===== config.mk =====
export PLATFORM = sky130hd
export DESIGN_NAME = mux_barrido
export DESIGN_NICKNAME = d
export VERILOG_FILES = /design/src/rtl/mux_barrido_pkg.sv /design/src/rtl/mux_barrido_contador_mod.sv /design/src/rtl/mux_barrido.sv
export SDC_FILE = /design/constraint.sdc
export NUM_CORES = 1
export LEC_CHECK = 0
export ABC_AREA = 1
export CAP_MARGIN = 10
export CORE_MARGIN = 3
export CORE_UTILIZATION = 27
export CTS_CLUSTER_DIAMETER = 150
export DETAILED_ROUTE_END_ITERATION = 10
export GPL_ROUTABILITY_DRIVEN = 0
export PLACE_DENSITY_LB_ADDON = 0.2
export SLEW_MARGIN = 0
export SYNTH_ARGS = -nofsm -noshare
export SYNTH_HDL_FRONTEND = slang
export SYNTH_HIERARCHICAL = 1
export SYNTH_SLANG_ARGS = --single-unit

===== constraint.sdc =====
create_clock -name clk -period 2.2 [get_ports clk]
set_input_delay 0.66 -clock clk [delete_from_list [all_inputs] [get_ports clk]]
set_output_delay 0.66 -clock clk [all_outputs]
set_load 0.02 [all_outputs]

===== src/rtl/mux_barrido_pkg.sv =====
// Shared types for the scanning multiplexer.
package mux_barrido_pkg;

  typedef enum logic [1:0] {
    ST_IDLE   = 2'd0,
    ST_MANUAL = 2'd1,
    ST_SCAN   = 2'd2
  } estado_t;

endpackage


===== src/rtl/mux_barrido_contador_mod.sv =====
// Modulo-M up-counter with enable, synchronous clear and terminal-count flag.
// The wrap is an explicit compare against M-1, so M need not be a power of 2.
module contador_mod #(
  parameter int M  = 4,
  parameter int CW = (M > 1) ? $clog2(M) : 1
) (
  input  logic          clk,
  input  logic          rst_n,
  input  logic          en,
  input  logic          clr,
  output logic [CW-1:0] cnt,
  output logic          tc
);

  localparam logic [CW-1:0] LAST = CW'(M - 1);

  assign tc = (cnt == LAST);

  // Count 0..M-1 while enabled; clear has priority over counting.
  always_ff @(posedge clk or negedge rst_n) begin
    if (!rst_n) begin
      cnt <= '0;
    end else if (clr) begin
      cnt <= '0;
    end else if (en) begin
      cnt <= tc ? '0 : cnt + CW'(1);
    end
  end

endmodule


===== src/rtl/mux_barrido.sv =====
// N-channel, W-bit registered multiplexer with manual select and a
// time-division scan mode driven by a prescaler and a channel counter.
//
//   state     | meaning
//   ST_IDLE   | en low: everything frozen, wrap low
//   ST_MANUAL | q/ch follow sel_in with one cycle of latency
//   ST_SCAN   | channels presented in turn, PRESC cycles each
module mux_barrido
  import mux_barrido_pkg::*;
#(
  parameter int W     = 8,
  parameter int N     = 4,
  parameter int PRESC = 4
) (
  input  logic                 clk,
  input  logic                 rst_n,
  input  logic                 en,
  input  logic                 mode,
  input  logic [$clog2(N)-1:0] sel_in,
  input  logic [N*W-1:0]       d_in,
  output logic [W-1:0]         q,
  output logic [$clog2(N)-1:0] ch,
  output logic                 q_valid,
  output logic                 wrap
);

  localparam int SELW = $clog2(N);
  localparam int PW   = (PRESC > 1) ? $clog2(PRESC) : 1;

  estado_t          estado;
  logic             entry;
  logic             run;
  logic             cnt_clr;
  logic             presc_tc;
  logic [PW-1:0]    presc_cnt_unused;
  logic             chan_tc;
  logic [SELW-1:0]  chan_cnt;
  logic [SELW-1:0]  ch_scan_nxt;
  logic [SELW-1:0]  idx;
  logic [W-1:0]     data_sel;
  logic             sel_ok;

  // Any edge in scan mode that was not already scanning restarts at channel 0.
  assign entry   = en & mode & (estado != ST_SCAN);
  assign run     = en & mode & (estado == ST_SCAN);
  assign cnt_clr = en & (~mode | entry);

  contador_mod #(.M(PRESC), .CW(PW)) u_presc (
    .clk   (clk),
    .rst_n (rst_n),
    .en    (run),
    .clr   (cnt_clr),
    .cnt   (presc_cnt_unused),
    .tc    (presc_tc)
  );

  contador_mod #(.M(N), .CW(SELW)) u_canal (
    .clk   (clk),
    .rst_n (rst_n),
    .en    (run & presc_tc),
    .clr   (cnt_clr),
    .cnt   (chan_cnt),
    .tc    (chan_tc)
  );

  // Channel the scan will present after this edge.
  always_comb begin
    ch_scan_nxt = chan_cnt;
    if (entry) begin
      ch_scan_nxt = '0;
    end else if (presc_tc) begin
      ch_scan_nxt = chan_tc ? '0 : chan_cnt + SELW'(1);
    end
  end

  assign idx = mode ? ch_scan_nxt : sel_in;

  // Data mux; indices at or above N select nothing and flag sel_ok low.
  always_comb begin
    data_sel = '0;
    sel_ok   = 1'b0;
    for (int k = 0; k < N; k++) begin
      if (idx == SELW'(k)) begin
        data_sel = d_in[k*W +: W];
        sel_ok   = 1'b1;
      end
    end
  end

  // State register and registered output path.
  always_ff @(posedge clk or negedge rst_n) begin
    if (!rst_n) begin
      estado  <= ST_IDLE;
      q       <= '0;
      ch      <= '0;
      q_valid <= 1'b0;
      wrap    <= 1'b0;
    end else if (!en) begin
      estado <= ST_IDLE;
      wrap   <= 1'b0;
    end else if (!mode) begin
      estado <= ST_MANUAL;
      wrap   <= 1'b0;
      if (sel_ok) begin
        ch      <= sel_in;
        q       <= data_sel;
        q_valid <= 1'b1;
      end else begin
        q       <= '0;
        q_valid <= 1'b0;
      end
    end else begin
      estado  <= ST_SCAN;
      ch      <= ch_scan_nxt;
      q       <= data_sel;
      q_valid <= 1'b1;
      wrap    <= run & presc_tc & chan_tc;
    end
  end

endmodule

==> summary.txt, run 1 <==
Clocking
  – Clk Latency, worst-skew pair: between 0.2 and 0.25 ns
  – H-tree levels: 1
  – Post-CTS Setup Inserts: 0
  – Cts repair resizes: 0
  – Num CTS Buffers: 3
  – CTS tree: built
  – Clock-pin transition on the worst setup and hold timing paths: about 0.060 ns
  – Deepest clock path buffer count: 2
  – Root buffer cell: clkbuf_8
  – Sink Count: 18
  – # hold bufs at CTS: 0

STA
  – Crit path time final: between 1.5 and 2 ns
  – Max-slew headroom at the worst pin: 0.815
  – Clk_skew: 0.00509 ns
  – Final setup violating endpoints: 0
  – Final Max Slew Viols: 0
  – RSZ-0062 raised after global routing: no
  – Fmax: about 510 MHz
  – Worst-margin pin slew: around 0.28 ns
  – Final Hold Viols: 0
  – Crit share post-route: 0.886

Layout
  – Final Util: 0.466
  – Diodes inserted: 0
  – Layout overhead on the synthesized area: 59.0%
  – Filler cell count: 399
  – Share of layout cells above drive strength 1: 0.112
  – Fin area: approximately 1800 sq um
  – Final net count: 265

Worst hold path
  – Hold depth: 2
  – Hold endpoint: q[0]
  – Hold WC Path Type: reg2reg
  – Hold_sp: q[0]

Critical path
  – Worst reg2reg path endpoint: q[7]
  – Flop2flop setup slack: 0.41 ns
  – Crit path kind: in2reg
  – Critical Path RT: 2.34 ns
  – Crit Path Max Fanout: 10
  – Top delay family on crit path: buffers and inverters
  – Startpoint types: input pin
  – Worst path slowest cell: clkdlybuf4s50_1
  – Worst path buffer plus inverter count: 3
  – Cell Chain, Critical Path: clkdlybuf4s50_1 > inv_2 > a21oi_2 > nand3_1 > nand2_2 > inv_2 > o21ai_0 > nand2_1 > nand2_1 > nand2_1 > nand2_1 > nand2_1
  – CP dominant cell by count: nand2_1
  – Arrival time at the worst endpoint: ~2.1 ns
  – Reg2Reg Depth: 12
  – CP endpoint kind: register
  – R2r startpoint: u_presc/cnt[0]
  – CP peak stage delay: approximately 0.5 ns

Yosys
  – Synth Area in Compound Gates: 0.0390
  – Synth Area per Inst: between 6 and 7 sq um
  – Post-synthesis xor/xnor area fraction: 0
  – Count of cell types in the netlist: 21
  – Adder-Cell Fraction of Synth Area: 0.0223
  – Synth Warn #: 6
  – Post-synthesis mux area share: 0
  – Post-Synthesis Cells: about 160
  – Synth Register Bits: 18
  – Mapped cell area: roughly 1100 sq um
  – Largest family of logic cells by synthesized area: simple AND/OR/NAND/NOR gates
  – Post-Synth Simple-Gate Area: 0.469
  – Synthesized net count: 202
  – Post-synthesis sequential area ratio: 0.401

Floorplanning
  – I/O pin count: 50
  – Die area: 4970 sq um
  – Initial Util: 0.293
  – Die W: between 70 and 80 um
  – Core area: between 3000 and 4000 sq um
  – Die height: 70.5 um
  – Row Count: 22

Global route
  – Initial antenna violation count: 0
  – GR Overflow Total: 0
  – Number of global-route vias before repair: between 1000 and 1500
  – First-pass GRT wire length: between 5 and 6 mm
  – All-Layer GR Usage: 0.127
  – Largest net degree at the start of global routing: 19

Routing
  – DRC viols: 0
  – Post-Route WL: between 2 and 3 mm
  – DRT iter0 DRCs: 43
  – Vias: about 1200
  – Remaining antenna violation count: 0
  – Vias per cell: about 4.2
  – WL/cell: roughly 11 um
  – First-pass detailed-route iteration total: 4

Place
  – Area post-placement: 1740 sq um
  – PortBufs: 49
  – Detailed placement HPWL: around 2.5 mm

Pwr
  – Lkg Pwr: between 0.8 and 0.9 nW
  – Peak supply drop: approximately 0.24 mV
  – Cell Pwr Density: roughly 470 nW/um^2

Run status
  – Outcome: finished clean

Flow run
  – Max-cap viol count: 0
==> tightest hold or removal path, stage by stage (launching register included) <==
cell and delay, ns:
dfrtp_1 0.34, nand2_1 0.05, nand2_1 0.06
==> synth_stat cells, drive strengths merged <==
master  number  share of area
buf          2          0.014
nand3b       5          0.033
o21ai        7          0.031
nand3       12          0.065
nor2        10          0.038
nand2       77           0.27
or2          8          0.045
nand4        4          0.022
dfrtp       18           0.40
ha           2          0.022
clkbuf       1         0.0033
a21oi        1         0.0078
inv         15          0.050
==> through the flow <==
step	setup TNS (ns)	hold WS (ns)	power (W)	instances	worst slack (ns)
finish	0	0.479	0.000839	271	0.250
global route	0	0.499	0.000890	271	0.0965
CTS	0	0.482	0.000852	271	0.239
detailed placement	-0.0386	0.464	0.000627	268	-0.0132
global placement	-0.00160	0.462	0.000628	268	-0.00160
floorplan	0	0.364	0.000477	162	0.476
==> final cells by class <==
cell class	count	area (sq um)	area share
sequential	18	450	0.252
multi-input combinational	126	596	0.334
inverter	15	56.3	0.0316
timing repair buffer	61	581	0.325
clock buffer	3	41.3	0.0231
tap	48	60.1	0.0337
==> logic make-up (layout without fill, tap and decap cells) <==
kind of cell / after synthesis / in the layout
fa+ha+maj: 2 / 2
buf+inv: 18 / 79
flops: 18 / 18
compound gates: 8 / 8
simple gates: 116 / 116
==> routing by layer <==
| metal | GRT usage | wire length (um) | vias up |
|---|---|---|---|
| met4 | 0.0319 | 25 | 0 |
| met3 | 0.0173 | 130 | 2 |
| li1 | - | - | 630 |
| met1 | 0.190 | 1540 | 483 |
| met5 | 0 | 0 | - |
| met2 | 0.188 | 1280 | 36 |
==> sequential cells by signal, indices dropped and copies added, names as in the netlist <==
signal / count
u_presc/cnt: 2
estado: 2
u_canal/cnt: 2
wrap: 1
q_valid: 1
ch: 2
q: 8
==> cell usage in the layout, fill, tap and decap left out <==
master,count
nand4_1,4
clkdlybuf4s50_1,49
a21oi_2,1
or2_1,3
nand3b_1,5
dfrtp_1,18
buf_4,12
or2_0,4
or2_2,1
nand3_1,11
inv_1,12
nor2_1,8
inv_2,3
o21ai_0,7
nand2_2,1
nand2_1,75
nor2_2,2
nand3_4,1
clkbuf_8,3
ha_1,2
nand2_4,1
==> worst max path at each step <==
stage	start	to	cells after the start	slack, ns
2_1_floorplan	u_presc/cnt[0]	q[2]	13	0.48
3_3_place_gp	mode	q[2]	12	-0.002
3_5_place_dp	mode	q[7]	11	-0.01
4_1_cts	mode	q[2]	12	0.24
5_1_grt	mode	q[2]	12	0.1
6_report	mode	q[2]	12	0.25
==> report_power, final <==
part	internal, W	total (W)	leakage, nW	switching [W]
clock network	0.000121	0.000221	0.0216	0.000100
logic	0.000136	0.000250	0.628	0.000114
registers	0.000354	0.000367	0.228	0.0000130
total	0.000612	0.000839	0.878	0.000227
No activity file was read; power rests on OpenSTA's default activity.
==> run 2, diff against run 1 <==
--- a/config.mk
+++ b/config.mk
@@ -13,8 +13,8 @@
 export DETAILED_ROUTE_END_ITERATION = 10
 export GPL_ROUTABILITY_DRIVEN = 0
 export PLACE_DENSITY_LB_ADDON = 0.2
+export RECOVER_POWER = 50
 export SLEW_MARGIN = 0
 export SYNTH_ARGS = -nofsm -noshare
 export SYNTH_HDL_FRONTEND = slang
-export SYNTH_HIERARCHICAL = 1
 export SYNTH_SLANG_ARGS = --single-unit
==> run 2 against run 1 <==
Effect of this change: critical endpoint is now q[1]; final cell count increased by 5.9%; synthesized cell count rose by 6.8%; sequential share of layout area fell by 0.90 points; utilization is 1.0 points lower.
==> summary.txt, run 2 <==
Run status
  – Outcome: finished clean (unchanged)

Routing
  – DRT iter0 DRCs: 83 (was 43)
  – Post-Route WL: 3.25 mm (was 2.98 mm)
  – DRC viols: 0 (unchanged)
  – First-pass detailed-route iteration total: 4 (unchanged)
  – Vias per cell: 4.37 (was 4.25)
  – Remaining antenna violation count: 0 (unchanged)
  – Vias: 1253 (was 1151)
  – WL/cell: 11.3 um (was 11.0 um)

Critical path
  – Critical Path RT: 2.35 ns (was 2.34 ns)
  – CP endpoint kind: register (unchanged)
  – Arrival time at the worst endpoint: 2.21 ns (was 2.09 ns)
  – Crit Path Max Fanout: 11 (was 10)
  – Crit path kind: in2reg (unchanged)
  – Startpoint types: input pin (unchanged)

Clocking
  – Clock-pin transition on the worst setup and hold timing paths: 0.07 ns (was 0.06 ns)
  – # hold bufs at CTS: 0 (unchanged)
  – Num CTS Buffers: 3 (unchanged)
  – Sink Count: 18 (unchanged)
  – Deepest clock path buffer count: 2 (unchanged)
  – H-tree levels: 1 (unchanged)
  – CTS tree: built (unchanged)
  – Root buffer cell: clkbuf_8 (unchanged)
  – Clk Latency, worst-skew pair: 0.25 ns (was 0.24 ns)

Worst hold path
  – Hold WC Path Type: reg2reg (unchanged)

Global route
  – All-Layer GR Usage: 0.136 (was 0.127)
  – GR Overflow Total: 0 (unchanged)
  – First-pass GRT wire length: 5.48 mm (was 5.09 mm)
  – Largest net degree at the start of global routing: 19 (unchanged)
  – Number of global-route vias before repair: 1198 (was 1134)
  – Initial antenna violation count: 0 (unchanged)

STA
  – Final setup violating endpoints: 0 (unchanged)
  – RSZ-0062 raised after global routing: no (unchanged)
  – Final Max Slew Viols: 0 (unchanged)
  – Crit share post-route: 0.937 (was 0.886)
  – Clk_skew: 0.00210 ns (was 0.00509 ns)
  – Final WS setup: 0.139 ns (was 0.250 ns)
  – Crit path time final: 2.06 ns (was 1.95 ns)
  – Worst-margin pin slew: 1.02 ns (was 0.277 ns)
  – Fmax: 485 MHz (was 513 MHz)
  – Max-slew headroom at the worst pin: 0.319 (was 0.815)
  – Final Hold Viols: 0 (unchanged)

Yosys
  – Post-synthesis sequential area ratio: 0.389 (was 0.401)
  – Top post-synthesis cells by count: 77 x nand2_1, 24 x inv_1, 18 x dfrtp_1, 13 x nand3_1, 13 x o21ai_0 (was 75 x nand2_1, 18 x dfrtp_1, 12 x inv_1, 11 x nand3_1, 8 x nor2_1)
  – Number of enable flip-flop cells after synthesis: 0 (unchanged)
  – Synth Area per Inst: 6.70 sq um (was 6.93 sq um)
  – Synth Register Bits: 18 (unchanged)
  – Main synth FF type: dfrtp_1 (unchanged)
  – Synth area leader: dfrtp_1 (unchanged)
  – Fraction of registers with async set/reset: 1.00 (unchanged)
  – Count of cell types in the netlist: 19 (was 21)
  – Top-count cell post-synth: nand2_1 (unchanged)
  – Synthesized net count: 213 (was 202)
  – Synth Warn #: 0 (was 6)
  – Post-Synthesis Cells: 173 (was 162)
  – Post-synth top area share: 0.389 (was 0.401)
  – Top post-synthesis cells by area: dfrtp_1 39%, nand2_1 25%, inv_1 7.8% (was dfrtp_1 40%, nand2_1 25%, nand3_1 4.9%)
  – Mapped cell area: 1160 sq um (was 1120 sq um)

Floorplanning
  – Row Count: 23 (was 22)
  – Core area: 4060 sq um (was 3830 sq um)
  – I/O pin count: 50 (unchanged)
  – Die area: 5110 sq um (was 4970 sq um)
  – Die W: 71.5 um (was 70.5 um)
  – Die height: 71.5 um (was 70.5 um)
  – Initial Util: 0.286 (was 0.293)

Layout
  – Final Util: 0.456 (was 0.466)
  – Diodes inserted: 0 (unchanged)
  – Max reg flops: 8 (unchanged)
  – Largest Register: q (unchanged)
  – Final net count: 278 (was 265)
  – Layout overhead on the synthesized area: 59.7% (was 59.0%)
  – Final Non-Filler Cells: 287 (was 271)
  – Filler cell count: 439 (was 399)
  – Most frequent cells in the layout: 77 x nand2_1, 48 x clkdlybuf4s50_1, 24 x inv_1, 18 x dfrtp_1, 14 x buf_4 (was 75 x nand2_1, 49 x clkdlybuf4s50_1, 18 x dfrtp_1, 12 x inv_1, 12 x buf_4)
  – Share of layout cells above drive strength 1: 0.122 (was 0.112)
  – Commonest non-fill, non-tap cell in the layout: nand2_1 (unchanged)

Place
  – PortBufs: 49 (unchanged)
  – Placed insts: 283 (was 268)
  – Worst slack, placed: -0.150 ns (was -0.0132 ns)
  – Detailed placement HPWL: 2.50 mm (was 2.55 mm)

Flow run
  – Max-cap viol count: 0 (unchanged)

Pwr
  – Lkg Pwr: 0.960 nW (was 0.878 nW)
  – Cell Pwr Density: 498 nW/um^2 (was 470 nW/um^2)
  – Peak supply drop: 0.197 mV (was 0.238 mV)
  – Power, Total: 0.000922 W (was 0.000839 W)
## run 2: worst paths after layout
path                           startpoint      end  slack, ns  depth (start not counted)
setup / recovery                     mode     q[1]       0.14                         11
hold / removal                    q_valid  q_valid       0.48                          1
setup reg to reg           u_presc.cnt[0]     q[1]       0.38                         13
hold reg to reg                   q_valid  q_valid       0.48                          1
max in group asynchronous           rst_n    ch[0]       0.49                          2
min in group asynchronous           rst_n     q[1]       1.10                          2
## run 2: cell families (layout without fill, tap and decap cells)
group | count (synthesis) | count (layout) | synth area share
buffers and inverters | 31 | 95 | 0.120
AND/OR/NAND/NOR | 102 | 102 | 0.370
adder cells (fa/ha/maj) | 2 | 2 | 0.0216
AO/OA/AOI/OAI | 20 | 20 | 0.0994
flip-flops | 18 | 18 | 0.389
## run 2: layout make-up
type	count	area, sq um	share of cell area
tap	50	62.6	0.0338
inverter	26	97.6	0.0527
sequential	18	450	0.243
clock buffer	4	55.1	0.0297
multi-input combinational	124	582	0.314
timing repair buffer	65	603	0.326
## run 2: layer usage
layer  part of all wire  global-route usage  wire [um]
met1               0.46               0.190       1500
met2               0.46               0.212       1480
met3              0.067              0.0266        219
met5                  0                   0          0
met4              0.015              0.0438         48
## run 2: report_power, final
part / internal, W / leakage [nW] / switching, W
logic: 0.000147 / 0.703 / 0.000132
registers: 0.000357 / 0.228 / 0.0000143
clock network: 0.000159 / 0.0288 / 0.000113
## run 2: per-stage QoR
step	instance area, sq um	hold slack, ns	setup TNS (ns)
after CTS	1850	0.476	0
after detailed placement	1790	0.458	-0.873
after global routing	1850	0.486	0
after global placement	1790	0.458	-0.772
final	1850	0.476	0
after floorplan	1160	0.364	0
## run 2: timing repair
item                       CTS  global route
buffers inserted             0             0
gates resized for setup      0             4
setup endpoints to repair    0             5
## run 2: critical path, cell delays in order
cell and delay [ns]:
clkdlybuf4s50_1 0.56, nand2_2 0.09, inv_2 0.06, nand2_1 0.06, nand3_1 0.07, nand2_1 0.17
nand2_4 0.21, buf_4 0.14, nand2_1 0.07, nand2_1 0.07, nand2_1 0.05
==> run 3, diff against run 2 <==
--- a/config.mk
+++ b/config.mk
@@ -7,8 +7,10 @@
 export LEC_CHECK = 0
 export ABC_AREA = 1
 export CAP_MARGIN = 10
+export CELL_PAD_IN_SITES_DETAIL_PLACEMENT = 2
+export CELL_PAD_IN_SITES_GLOBAL_PLACEMENT = 2
 export CORE_MARGIN = 3
-export CORE_UTILIZATION = 27
+export CORE_UTILIZATION = 21
 export CTS_CLUSTER_DIAMETER = 150
 export DETAILED_ROUTE_END_ITERATION = 10
 export GPL_ROUTABILITY_DRIVEN = 0
==> constraint.sdc (replaced) <==
create_clock -name clk -period 2.31 [get_ports clk]
set_input_delay 0.693 -clock clk [delete_from_list [all_inputs] [get_ports clk]]
set_output_delay 0.693 -clock clk [all_outputs]
set_load 0.02 [all_outputs]
==> run 3 against run 2 <==
Effect of this change: worst hold slack lost 0.0068 ns; global-route usage up 0.86 points; first-iteration DRC count decreased by 60%; critical endpoint is now q[4]; clock power down 2%; non-clock buffer count down 5; sequential power shrank 4%; highest routed layer unchanged; critical path type unchanged; clock skew is 0.0011 ns lower; final cell count increased by 5.2%; count of clock-buffer cells in the layout unchanged.
==> summary.txt, run 3 (synthesis gave the netlist of run 2 again) <==
Clocking
  – CTS tree: built (unchanged)
  – Sink Count: 18 (unchanged)
  – Root buffer cell: clkbuf_8 (unchanged)
  – Clk Latency, worst-skew pair: 0.26 ns (was 0.25 ns)
  – Clock-pin transition on the worst setup and hold timing paths: 0.07 ns (about the same)
  – H-tree levels: 1 (unchanged)
  – Num CTS Buffers: 3 (unchanged)
  – Post-CTS Setup Inserts: 0 (unchanged)
  – Deepest clock path buffer count: 2 (unchanged)

STA
  – Final setup violating endpoints: 0 (unchanged)
  – WHS: 0.469 ns (was 0.476 ns)
  – Crit path time final: 2.13 ns
  – RSZ-0062 raised after global routing: no (unchanged)
  – Final Max Slew Viols: 0 (unchanged)
  – Crit share post-route: 0.920
  – Fmax: ~470 MHz
  – Worst-margin pin slew: 1.03 ns (was 1.02 ns)
  – Clk_skew: 0.00103 ns (was 0.00210 ns)
  – Max-slew headroom at the worst pin: 0.311 (was 0.319)
  – Final Hold Viols: 0 (unchanged)

Routing
  – Vias: 1334 (was 1253)
  – First-pass detailed-route iteration total: 2 (was 4)
  – Vias per cell: 4.42 (was 4.37)
  – DRC viols: 0 (unchanged)
  – Remaining antenna violation count: 0 (unchanged)
  – WL/cell: 14.4 um (was 11.3 um)
  – DRT iter0 DRCs: 33 (was 83)
  – Post-Route WL: 4.36 mm (was 3.25 mm)

Global route
  – Initial antenna violation count: 0 (unchanged)
  – Largest net degree at the start of global routing: 19 (unchanged)
  – GR Overflow Total: 0 (unchanged)
  – All-Layer GR Usage: 0.145 (was 0.136)
  – Number of global-route vias before repair: 1522 (was 1198)
  – First-pass GRT wire length: 7.17 mm (was 5.48 mm)

Layout
  – Share of layout cells above drive strength 1: 0.0948 (was 0.122)
  – Max reg flops: 8 (unchanged)
  – Largest Register: q (unchanged)
  – Final net count: 273 (was 278)
  – Final Non-Filler Cells: 302 (was 287)
  – Commonest non-fill, non-tap cell in the layout: nand2_1 (unchanged)
  – Final Util: 0.350 (was 0.456)
  – Most frequent cells in the layout: 78 x nand2_1, 48 x clkdlybuf4s50_1, 24 x inv_1, 18 x dfrtp_1 (was 77 x nand2_1, 48 x clkdlybuf4s50_1, 24 x inv_1, 18 x dfrtp_1, 14 x buf_4)
  – Layout overhead on the synthesized area: 57.2% (was 59.7%)
  – Filler cell count: 625 (was 439)
  – Diodes inserted: 0 (unchanged)

Floorplanning
  – Die W: 80.3 um (was 71.5 um)
  – Die area: 6440 sq um (was 5110 sq um)
  – Initial Util: 0.223 (was 0.286)
  – Row Count: 26 (was 23)
  – I/O pin count: 50 (unchanged)
  – Die height: 80.3 um (was 71.5 um)
  – Core area: 5200 sq um (was 4060 sq um)

Run status
  – Outcome: finished clean (unchanged)

Critical path
  – Crit path kind: in2reg (unchanged)
  – Critical Path RT: 2.51 ns (was 2.35 ns)
  – CP endpoint kind: register (unchanged)
  – Startpoint types: input pin (unchanged)
  – Arrival time at the worst endpoint: 2.33 ns (was 2.21 ns)
  – Crit Path Max Fanout: 10 (was 11)

Pwr
  – Cell Pwr Density: 488 nW/um^2 (was 498 nW/um^2)
  – Peak supply drop: 0.179 mV (was 0.197 mV)
  – Lkg Pwr: 0.929 nW (was 0.960 nW)
  – Power, Total: 0.000890 W (was 0.000922 W)

Worst hold path
  – Hold WC Path Type: reg2reg (unchanged)

Place
  – Placed insts: 298 (was 283)
  – Detailed placement HPWL: 3.68 mm (was 2.50 mm)
  – PortBufs: 49 (unchanged)

Flow run
  – Max-cap viol count: 0 (unchanged)
-- run 3: cell count changes in the layout (fill, tap and decap cells not counted), sizes merged --
cell,previous run,this run
buf,14,7
clkbuf,6,8
-- run 3: critical path: stages --
cell and delay [ns]:
clkdlybuf4s50_1 0.56, nand2_1 0.11, inv_2 0.07, nand2_1 0.06, nand2_1 0.06, nand2_1 0.08
nand2_4 0.13, buf_4 0.16, nand3_1 0.09, nand2_1 0.08, nand2_1 0.06, nand2_1 0.07
nand2_1 0.05, nand2_1 0.05
-- run 3: timing repair --
action,CTS,global route
endpoints found under the setup margin,0,5
hold buffers,0,0
gates resized for setup,0,1
-- run 3: layer usage --
metal  routed length, um  global-route usage  up-vias
li1                    -                   -      648
met3                 159              0.0314        4
met1                1630               0.152      653
met2                2550               0.295       29
met4                  21              0.0203        0
met5                   0                   0        -
-- run 3: cell type report --
type	count	area [sq um]	area share
timing repair buffer	60	559	0.307
clock buffer	4	55.1	0.0302
inverter	26	97.6	0.0536
sequential	18	450	0.247
tap	70	87.6	0.0481
multi-input combinational	124	572	0.314
-- run 3: stage by stage --
step / cell area, sq um / worst slack, ns / setup TNS (ns)
floorplan: 1160 / 0.698 / 0
global placement: 1780 / -0.135 / -0.643
CTS: 1830 / 0.122 / 0
global route: 1820 / 0.0241 / 0
finish: 1820 / 0.184 / 0
detailed placement: 1780 / -0.162 / -0.957
-- run 3: path summary, 6_finish.rpt --
kind | start | endpoint | slack [ns] | cells after the start
setup / recovery | en | q[4] | 0.18 | 14
hold / removal | q_valid | q_valid | 0.47 | 1
setup reg to reg | u_presc.cnt[0] | q[1] | 0.43 | 13
hold reg to reg | q_valid | q_valid | 0.47 | 1
max in group asynchronous | rst_n | q[5] | 0.56 | 2
min in group asynchronous | rst_n | estado[1] | 1.13 | 2
-- run 3: power breakdown --
part | internal (W) | switching (W) | leakage, nW
combinational | 0.000133 | 0.000134 | 0.673
sequential | 0.000340 | 0.0000165 | 0.228
clock | 0.000152 | 0.000114 | 0.0288
